--- config.mk ---
export PLATFORM = sky130hd
export DESIGN_NAME = vga_timing_gen_flat
export DESIGN_NICKNAME = d
export VERILOG_FILES = /design/src/rtl/vga_timing_pkg.sv /design/src/rtl/vga_timing_if.sv /design/src/rtl/vga_axis_counter.sv /design/src/rtl/vga_timing_gen.sv /design/src/flat_wrapper.sv
export SDC_FILE = /design/constraint.sdc
export NUM_CORES = 1
export LEC_CHECK = 0
export CAP_MARGIN = 20
export CELL_PAD_IN_SITES_DETAIL_PLACEMENT = 1
export CELL_PAD_IN_SITES_GLOBAL_PLACEMENT = 2
export CORE_MARGIN = 4
export CORE_UTILIZATION = 25
export DETAILED_ROUTE_END_ITERATION = 7
export GPL_ROUTABILITY_DRIVEN = 0
export PLACE_DENSITY = 0.66
export SYNTH_ARGS = -nofsm -noshare
export SYNTH_HDL_FRONTEND = slang
export SYNTH_SLANG_ARGS = --single-unit
--- constraint.sdc ---
create_clock -name i_clk -period 3.3 [get_ports i_clk]
set_input_delay 0.825 -clock i_clk [delete_from_list [all_inputs] [get_ports i_clk]]
set_output_delay 0.825 -clock i_clk [all_outputs]
set_load 0.05 [all_outputs]
--- src/rtl/vga_timing_pkg.sv ---
// vga_timing_pkg: video mode constant sets and coordinate-width helper for vga_timing_gen.
package vga_timing_pkg;
  typedef struct packed {
    int   h_active;
    int   h_fp;
    int   h_sync;
    int   h_bp;
    int   v_active;
    int   v_fp;
    int   v_sync;
    int   v_bp;
    logic hs_pol;
    logic vs_pol;
  } vga_mode_t;
  localparam vga_mode_t MODE_480P = '{640, 16, 96, 48, 480, 10, 2, 33, 1'b0, 1'b0};
  localparam vga_mode_t MODE_720P = '{1280, 110, 40, 220, 720, 5, 5, 20, 1'b1, 1'b1};
  function automatic int vga_cw(input int h_total, input int v_total);
    return $clog2(h_total > v_total ? h_total : v_total);
  endfunction
endpackage

--- src/rtl/vga_timing_if.sv ---
// vga_timing_if: pixel strobe in, raster timing out; o_frame exists only with VGA_FRAME_COUNTER_EN.
interface vga_timing_if #(parameter int CW = 11);
  logic          i_pix_stb;
  logic          o_hs;
  logic          o_vs;
  logic [CW-1:0] o_x;
  logic [CW-1:0] o_y;
  logic          o_de;
  logic          o_line_start;
  logic          o_frame_start;
  logic          o_animate;
`ifdef VGA_FRAME_COUNTER_EN
  logic [15:0]   o_frame;
`endif
  modport master (
    input  i_pix_stb,
    output o_hs, o_vs, o_x, o_y, o_de, o_line_start, o_frame_start, o_animate
`ifdef VGA_FRAME_COUNTER_EN
    , o_frame
`endif
  );
  modport slave (
    output i_pix_stb,
    input  o_hs, o_vs, o_x, o_y, o_de, o_line_start, o_frame_start, o_animate
`ifdef VGA_FRAME_COUNTER_EN
    , o_frame
`endif
  );
endinterface

--- src/rtl/vga_axis_counter.sv ---
// vga_axis_counter: wrapping raster axis counter; exposes the next value so decode can stay skew-free.
module vga_axis_counter #(
  parameter int CW = 11
) (
  input  logic          i_clk,
  input  logic          i_rst,
  input  logic          i_en,
  input  logic [CW-1:0] i_limit,
  output logic [CW-1:0] o_count,
  output logic [CW-1:0] o_next,
  output logic          o_wrap
);
  logic [CW-1:0] r_count;
  assign o_count = r_count;
  assign o_wrap  = r_count == i_limit;
  assign o_next  = !i_en ? r_count : o_wrap ? '0 : r_count + 1'b1;
  always_ff @(posedge i_clk) r_count <= i_rst ? '0 : o_next;
endmodule

--- src/rtl/vga_timing_gen.sv ---
// vga_timing_gen: parametrised raster timing generator (sync, coordinates, DE, event pulses).
// Optional 16-bit frame counter output enabled by VGA_FRAME_COUNTER_EN.
module vga_timing_gen
  import vga_timing_pkg::*;
#(
  parameter int H_ACTIVE = MODE_720P.h_active,
  parameter int H_FP     = MODE_720P.h_fp,
  parameter int H_SYNC   = MODE_720P.h_sync,
  parameter int H_BP     = MODE_720P.h_bp,
  parameter int V_ACTIVE = MODE_720P.v_active,
  parameter int V_FP     = MODE_720P.v_fp,
  parameter int V_SYNC   = MODE_720P.v_sync,
  parameter int V_BP     = MODE_720P.v_bp,
  parameter bit HS_POL   = MODE_720P.hs_pol,
  parameter bit VS_POL   = MODE_720P.vs_pol,
  parameter int CW       = vga_cw(H_ACTIVE + H_FP + H_SYNC + H_BP, V_ACTIVE + V_FP + V_SYNC + V_BP)
) (
  input logic          i_clk,
  input logic          i_rst,
  vga_timing_if.master bus
);
  localparam int H_TOTAL = H_ACTIVE + H_FP + H_SYNC + H_BP;
  localparam int V_TOTAL = V_ACTIVE + V_FP + V_SYNC + V_BP;
  // inclusive bounds keep every constant representable in CW bits
  localparam logic [CW-1:0] H_LIM      = CW'(H_TOTAL - 1);
  localparam logic [CW-1:0] V_LIM      = CW'(V_TOTAL - 1);
  localparam logic [CW-1:0] H_ACT_LAST = CW'(H_ACTIVE - 1);
  localparam logic [CW-1:0] V_ACT_LAST = CW'(V_ACTIVE - 1);
  localparam logic [CW-1:0] HS_FIRST   = CW'(H_ACTIVE + H_FP);
  localparam logic [CW-1:0] HS_LAST    = CW'(H_ACTIVE + H_FP + H_SYNC - 1);
  localparam logic [CW-1:0] VS_FIRST   = CW'(V_ACTIVE + V_FP);
  localparam logic [CW-1:0] VS_LAST    = CW'(V_ACTIVE + V_FP + V_SYNC - 1);
  localparam logic [CW-1:0] V_BLANK    = CW'(V_ACTIVE);
  logic [CW-1:0] w_hn, w_vn;
  logic          w_h_wrap, w_v_wrap, w_v_en;
  logic          r_hs, r_vs, r_de, r_line_start, r_frame_start, r_animate;
  assign w_v_en = bus.i_pix_stb & w_h_wrap;
  vga_axis_counter #(.CW(CW)) u_h (
    .i_clk(i_clk), .i_rst(i_rst), .i_en(bus.i_pix_stb), .i_limit(H_LIM),
    .o_count(bus.o_x), .o_next(w_hn), .o_wrap(w_h_wrap)
  );
  vga_axis_counter #(.CW(CW)) u_v (
    .i_clk(i_clk), .i_rst(i_rst), .i_en(w_v_en), .i_limit(V_LIM),
    .o_count(bus.o_y), .o_next(w_vn), .o_wrap(w_v_wrap)
  );
  always_ff @(posedge i_clk) begin
    if (i_rst) begin
      r_hs          <= !HS_POL;
      r_vs          <= !VS_POL;
      r_de          <= 1'b1;
      r_line_start  <= 1'b0;
      r_frame_start <= 1'b0;
      r_animate     <= 1'b0;
    end else begin
      r_hs          <= (w_hn >= HS_FIRST && w_hn <= HS_LAST) ? HS_POL : !HS_POL;
      r_vs          <= (w_vn >= VS_FIRST && w_vn <= VS_LAST) ? VS_POL : !VS_POL;
      r_de          <= w_hn <= H_ACT_LAST && w_vn <= V_ACT_LAST;
      r_line_start  <= w_v_en;
      r_frame_start <= w_v_en & w_v_wrap;
      r_animate     <= w_v_en && w_vn == V_BLANK;
    end
  end
  assign bus.o_hs          = r_hs;
  assign bus.o_vs          = r_vs;
  assign bus.o_de          = r_de;
  assign bus.o_line_start  = r_line_start;
  assign bus.o_frame_start = r_frame_start;
  assign bus.o_animate     = r_animate;
`ifdef VGA_FRAME_COUNTER_EN
  logic [15:0] r_frame;
  always_ff @(posedge i_clk) r_frame <= i_rst ? '0 : r_frame + 16'(w_v_en & w_v_wrap);
  assign bus.o_frame = r_frame;
`endif
endmodule

--- src/flat_wrapper.sv ---
// flat-port wrapper written by rule: the top's interface ports become plain ports
module vga_timing_gen_flat import vga_timing_pkg::*;
#(
  parameter int H_ACTIVE = MODE_720P.h_active,
  parameter int H_FP     = MODE_720P.h_fp,
  parameter int H_SYNC   = MODE_720P.h_sync,
  parameter int H_BP     = MODE_720P.h_bp,
  parameter int V_ACTIVE = MODE_720P.v_active,
  parameter int V_FP     = MODE_720P.v_fp,
  parameter int V_SYNC   = MODE_720P.v_sync,
  parameter int V_BP     = MODE_720P.v_bp,
  parameter bit HS_POL   = MODE_720P.hs_pol,
  parameter bit VS_POL   = MODE_720P.vs_pol,
  parameter int CW       = vga_cw(H_ACTIVE + H_FP + H_SYNC + H_BP, V_ACTIVE + V_FP + V_SYNC + V_BP)
)
  (i_clk, i_rst, bus_i_pix_stb, bus_o_hs, bus_o_vs, bus_o_x, bus_o_y, bus_o_de, bus_o_line_start, bus_o_frame_start, bus_o_animate);
  vga_timing_if #(.CW(CW)) bus_i ();
  input logic i_clk;
  input logic i_rst;
  input wire logic [$bits(bus_i.i_pix_stb)-1:0] bus_i_pix_stb;
  output wire logic [$bits(bus_i.o_hs)-1:0] bus_o_hs;
  output wire logic [$bits(bus_i.o_vs)-1:0] bus_o_vs;
  output wire logic [$bits(bus_i.o_x)-1:0] bus_o_x;
  output wire logic [$bits(bus_i.o_y)-1:0] bus_o_y;
  output wire logic [$bits(bus_i.o_de)-1:0] bus_o_de;
  output wire logic [$bits(bus_i.o_line_start)-1:0] bus_o_line_start;
  output wire logic [$bits(bus_i.o_frame_start)-1:0] bus_o_frame_start;
  output wire logic [$bits(bus_i.o_animate)-1:0] bus_o_animate;
  assign bus_i.i_pix_stb = bus_i_pix_stb;
  assign bus_o_hs = bus_i.o_hs;
  assign bus_o_vs = bus_i.o_vs;
  assign bus_o_x = bus_i.o_x;
  assign bus_o_y = bus_i.o_y;
  assign bus_o_de = bus_i.o_de;
  assign bus_o_line_start = bus_i.o_line_start;
  assign bus_o_frame_start = bus_i.o_frame_start;
  assign bus_o_animate = bus_i.o_animate;
  vga_timing_gen #(.H_ACTIVE(H_ACTIVE), .H_FP(H_FP), .H_SYNC(H_SYNC), .H_BP(H_BP), .V_ACTIVE(V_ACTIVE), .V_FP(V_FP), .V_SYNC(V_SYNC), .V_BP(V_BP), .HS_POL(HS_POL), .VS_POL(VS_POL), .CW(CW)) u_core (.i_clk(i_clk), .i_rst(i_rst), .bus(bus_i));
endmodule
======== After elaboration in Yosys (flattened, before gate mapping) ========
Index checks and enable logic that the tools add are counted.
operators by class
  add/subtract/negate cells ............... 2
  $lt $le $gt $ge ......................... 6
  equal/unequal tests ..................... 3
  multiplexer cells ....................... 6
  bitwise logic cells ..................... 2
  reduce and logical (&&, ||, !) cells .... 4
operators with widths
  operator                                                                             count
  11-bit two-way mux                                                                   4
  11-bit by 1-bit adder with 11-bit output (second input constant)                     2
  11-bit by 10-bit equality test with 1-bit output (second input constant)             2
  11-bit by 10-bit less-or-equal comparator with 1-bit output (second input constant)  2
  11-bit less-or-equal comparator (second input constant)                              2
  11-bit equality test (second input constant)                                         1
  11-bit by 10-bit >= comparator with 1-bit output (second input constant)             1
  11-bit >= comparator (second input constant)                                         1
  1-bit logical AND                                                                    4
  1-bit AND                                                                            2
  1-bit two-way mux                                                                    2
storage, ports and cells
  register bits after elaboration ......... 28
  logic and storage cells ................. 31

======== Depth between registers and ports, before layout ========
  depth after elaboration ................. 6
  gate-level depth with buffers ........... 10

======== By module ========
A second synthesis with hierarchy kept.
unflattened totals
  cells, all modules ...................... 209
  area total of the unflattened synthesis .. 1721.7 um2
by module, submodules not included
  module            times used  cells an instance  area each (um2)  seq. area each (um2)
  vga_axis_counter  2           87                 706.9            220.2
  vga_timing_gen    1           35                 307.8            120.1

======== Least setup slack after synthesis ========
Ideal clock, no wire load.
  kind .................................... reg2reg
  start ................................... register u_core.u_h.r_count[0], in the netlist u_core.u_h.o_count[0]
  end ..................................... register u_core.r_de, in the netlist u_core.bus.o_de
  setup time .............................. 116 ps
  data arrival time ....................... 2668 ps
  required time ........................... 3184 ps
  setup slack ............................. 516 ps
  stages on the path, launching flop included .. 9
  path buffers ............................ 0
  clock period less this slack ............ 2784 ps
  cells stage by stage .................... dfxtp_1 ha_1 nand4bb_4 or3_4 or4_4 a22oi_1 nor3b_2 nand3_1 a31o_2
between the ends
  word-level cells in the longest chain between the ends .. 5
  elaborated cells on any way between the ends .. 9
RTL lines
  what                                                                                                            RTL line                                        text
  start: declaration                                                                                              vga_axis_counter.sv:13                          logic [CW-1:0] r_count;
  start signal: assignment                                                                                        vga_axis_counter.sv:17                          always_ff @(posedge i_clk) r_count <= i_rst ? '0 : o_next;
  11-bit by 1-bit adder with 11-bit output or 11-bit equality test (tied branches)                                vga_axis_counter.sv:16, vga_axis_counter.sv:15
  11-bit two-way mux or 1-bit AND (tied branches)                                                                 vga_axis_counter.sv:16, vga_timing_gen.sv:37
  11-bit two-way mux                                                                                              vga_axis_counter.sv:16                          assign o_next = !i_en ? r_count : o_wrap ? '0 : r_count + 1'b1;
  11-bit less-or-equal comparator or 11-bit by 10-bit less-or-equal comparator with 1-bit output (tied branches)  vga_timing_gen.sv:57                            r_de <= w_hn <= H_ACT_LAST && w_vn <= V_ACT_LAST;
  1-bit logical AND (*)                                                                                           vga_timing_gen.sv:57
  end signal: assignment                                                                                          vga_timing_gen.sv:50                            r_de <= 1'b1;
  end signal: assignment                                                                                          vga_timing_gen.sv:57
  end: declaration                                                                                                vga_timing_gen.sv:36                            logic r_hs, r_vs, r_de, r_line_start, r_frame_start, r_animate;
Every way passes the cells marked *; elsewhere a longest branch is shown, timed or not.
A chain may end at the register's enable or synchronous reset.

======== Worst setup path after layout ========
  start ................................... input port bus_i_pix_stb
  end ..................................... register u_core.r_hs, in the netlist u_core.bus.o_hs
between the ends
  word-level cells in the longest chain between the ends .. 4
  elaborated cells on any way between the ends .. 5
RTL lines
  what                                                                     RTL line                text
  start: declaration                                                       flat_wrapper.sv:20      input wire logic [$bits(bus_i.i_pix_stb)-1:0] bus_i_pix_stb;
  11-bit two-way mux (*)                                                   vga_axis_counter.sv:16
  11-bit >= comparator or 11-bit less-or-equal comparator (tied branches)  vga_timing_gen.sv:55    r_hs <= (w_hn >= HS_FIRST && w_hn <= HS_LAST) ? HS_POL : !HS_POL;
  1-bit logical AND (*)                                                    vga_timing_gen.sv:55
  1-bit two-way mux (*)                                                    vga_timing_gen.sv:55
  end signal: assignment                                                   vga_timing_gen.sv:48    r_hs <= !HS_POL;
  end signal: assignment                                                   vga_timing_gen.sv:55
  end: declaration                                                         vga_timing_gen.sv:36
Marked as above.

==> qor.txt <==
Post-synthesis compound-gate area fraction -> 16.3%
Clock transition at path regs -> 100 ps
Hold crit path type -> reg2reg
Worst Reg-to-Reg Cells -> 9
Most frequent cells in the layout -> clkdlybuf4s50_1, dfxtp_1, nor2_1
Final Hold Viols -> 0
Post-route insts no fill -> 312
Height of the chip -> 89.3 microns
TritonCTS Sinks -> 28
Post-route cell area -> 0.00215 sq mm
Routed via count -> 1581
Worst path max stage delay -> 670 ps
Final Util -> 33.6%
CP endpoint kind -> flip-flop
Clock Tree Buf Depth -> 2
Mean routed wirelength per cell -> 15.6 microns
Vias in the first global route -> 1566
FMAX -> 0.332 GHz
Clk_lat worst skew -> 280 ps
Drt total wl -> 4860 microns
Boundary Pins -> 31
CP top delay family -> simple AND/OR/NAND/NOR gates
Worst path bufs/invs -> 2
Worst R2R Setup Slack -> 660 ps
Synth Area in Simple Gates -> 33.6%
Worst slew pin tran -> 854 ps
Final WS setup -> 284 ps
Min cycle time layout -> 3020 ps
RSZ-0062 raised after global routing -> false
Syn Area/Cell -> 8.35 sq um
DP Area -> 0.00208 sq mm
First-pass GRT wire length -> 8080 microns
GRT overflow -> 0
Fin Setup TNS -> 0 ps
Commonest non-fill, non-tap cell in the layout -> clkdlybuf4s50_1
Total GRT Usage -> 13.0%
Combinational family with the most area after synthesis -> simple AND/OR/NAND/NOR gates
Hold Buf Count CTS -> 0
Worst Path Required -> 3490 ps
R2R Path End -> u_core.bus.o_hs
Number of flops mapped to enable cells by yosys -> 0
DRC violations left -> 0
Number of iterations in the first detailed-routing pass -> 4
Worst setup path start -> bus_i_pix_stb
# setup viols final -> 0
Hold path depth -> 2
TritonCTS clock tree -> built
Post-cts sizing count -> 0
Synthesized Nets -> 206
Placed Cells -> 308
Peak supply drop -> 0.000142 V
Fraction of registers with async set/reset -> 0%
WP data arrival -> 3210 ps
Initial antenna violation count -> 0
Antenna diode count -> 0
Leak pwr -> 0.753 nW
Ratio of cells with drive above 1 in the final layout -> 10.6%
Max-slew violations -> 0
Min-delay src -> u_core.u_h.o_count[10]
Max Fanout on Critical Path -> 6
Core area -> 0.00639 sq mm
Cell Area, Synth -> 0.00165 sq mm
Startpoint types -> input pin
Sequential share of the synthesized area -> 33.9%
Setup Slack @ Placement -> 7.75 ps
Worst R2R Start -> u_core.u_h.o_count[1]
Max Cap Viol -> 0
Unique masters post-synth -> 48
DIE WIDTH -> 89.3 microns
Clock Skew -> 8.87 ps
Status -> completed
Max transition margin -> 42.6%
M1 WL -> 2610 microns
H-tree depth -> 1
Nets -> 244
Worst Hold End -> u_core.bus.o_hs
Period utilization -> 91.4%
IO buf count -> 30
Area contributors post-synth -> dfxtp_1, nor2_1, ha_1
Mux contribution to synthesized area -> 1.82%
Starting density of the core -> 25.9%
Yosys top cell area share -> 33.9%
DR vias/cell -> 5.07
Post-CTS Setup Bufs -> 0
Largest net degree at the start of global routing -> 21
Syn-to-layout area delta -> 29.8%
Top FF cell, synth -> dfxtp_1
Post-Synth XOR/XNOR Area -> 5.82%
Post-route ant nets -> 0
CP Class -> in2reg
Hpwl dp -> 3790 microns
Leading area contributor after synthesis -> dfxtp_1
Initial DRC Count -> 70
Synthesized-area fraction occupied by adder cells -> 3.78%
Root buffer cell -> clkbuf_8
Cell row count -> 29
Yosys reg bits -> 28
Cell Pwr Density -> 307 mW/mm^2
CP max stage cell -> or4b_2
Worst-path cell chain -> clkdlybuf4s50_1 -> inv_1 -> or3_1 -> o2bb2ai_1 -> a21boi_0 -> or4b_2 -> a211oi_1
Cts bufs inserted -> 3
Syn Inst Count -> 198
Yosys warning count -> 0
Met3 wire len -> 138 microns
Top sig layer -> met4
DIE AREA -> 0.00798 sq mm
Detail Route met2 WL -> 2050 microns
==> synth_stat cells (2+ instances only) <==
| library cell | number |
|---|---|
| dfxtp_1 | 28 |
| nor2_1 | 24 |
| nand2_1 | 16 |
| a21oi_1 | 12 |
| nor3_1 | 11 |
| nand3_1 | 9 |
| and3_1 | 7 |
| xor2_1 | 7 |
| a31oi_1 | 5 |
| ha_1 | 5 |
| buf_6 | 4 |
| clkbuf_1 | 4 |
| inv_1 | 4 |
| nand4_1 | 4 |
| nor2b_1 | 4 |
| o21ai_0 | 4 |
| or3_1 | 4 |
| xnor2_1 | 4 |
| a22oi_1 | 3 |
| and4_1 | 3 |
| mux2i_1 | 3 |
| a211oi_1 | 2 |
| nor4bb_1 | 2 |
| o2111ai_1 | 2 |
| o211ai_1 | 2 |
| o21a_1 | 2 |
| o2bb2ai_1 | 2 |
==> per-stage QoR <==
stage	total power [mW]	hold slack, ps
3_5_place_dp	0.389	522
3_3_place_gp	0.389	523
6_report	0.659	531
2_1_floorplan	0.374	685
5_1_grt	0.687	564
4_1_cts	0.676	554
==> kinds of logic (layout without fill, tap and decap cells) <==
| logic type | count (synthesis) | after routing |
|---|---|---|
| DFF | 28 | 28 |
| xor gates and xnor gates | 11 | 11 |
| and+or+nand+nor | 97 | 97 |
| AOI/OAI and AO/OA | 41 | 41 |
| muxes | 3 | 3 |
| adders and majority gates | 5 | 5 |
| buffers and inverters | 13 | 50 |
==> per-layer routing <==
metal | vias up | global-route usage [%]
met5 | - | 0
met4 | 0 | 3.38
met3 | 5 | 1.47
met2 | 23 | 19.8
met1 | 748 | 19.4
li1 | 805 | -
==> worst reg2reg max path, delay by kind of cell, from the launching register on <==
family	cells	cell delay [ps]
and+or+nand+nor	4	1280
AOI/OAI and AO/OA	3	570
DFF	1	410
adders and majority gates	1	220
buffers and inverters	1	60
==> area by class of cell <==
type                       count  area, sq um
inverter                       4         15.0
multi-input combinational    157         1010
sequential                    28          561
clock inverter                 1         30.0
fill                         774         4240
clock buffer                   3         41.3
tap                           77         96.3
timing repair buffer          42          390
==> report_power, final <==
part	switching, mW	internal, mW
sequential	0.00316	0.340
combinational	0.0234	0.0148
clock	0.115	0.163
total	0.142	0.517
==> flip-flops by register name (all words and copies together) (netlist names) <==
| name | count |
|---|---|
| u_core.bus.o_vs | 1 |
| u_core.bus.o_hs | 1 |
| u_core.bus.o_line_start | 1 |
| u_core.bus.o_animate | 1 |
| u_core.bus.o_de | 1 |
| u_core.u_h.o_count | 11 |
| u_core.u_v.o_count | 11 |
| u_core.bus.o_frame_start | 1 |
==> worst max-delay path by stage <==
| stage | endpoint | slack, ps | cells past startpoint |
|---|---|---|---|
| 6_report | u_core.bus.o_hs | 280 | 7 |
| 5_1_grt | u_core.bus.o_vs | 90 | 8 |
| 4_1_cts | u_core.bus.o_hs | 300 | 7 |
| 3_5_place_dp | u_core.bus.o_hs | 8 | 7 |
| 3_3_place_gp | u_core.bus.o_hs | 70 | 7 |
| 2_1_floorplan | u_core.bus.o_de | 520 | 8 |
No activity file was read; power rests on OpenSTA's default activity.
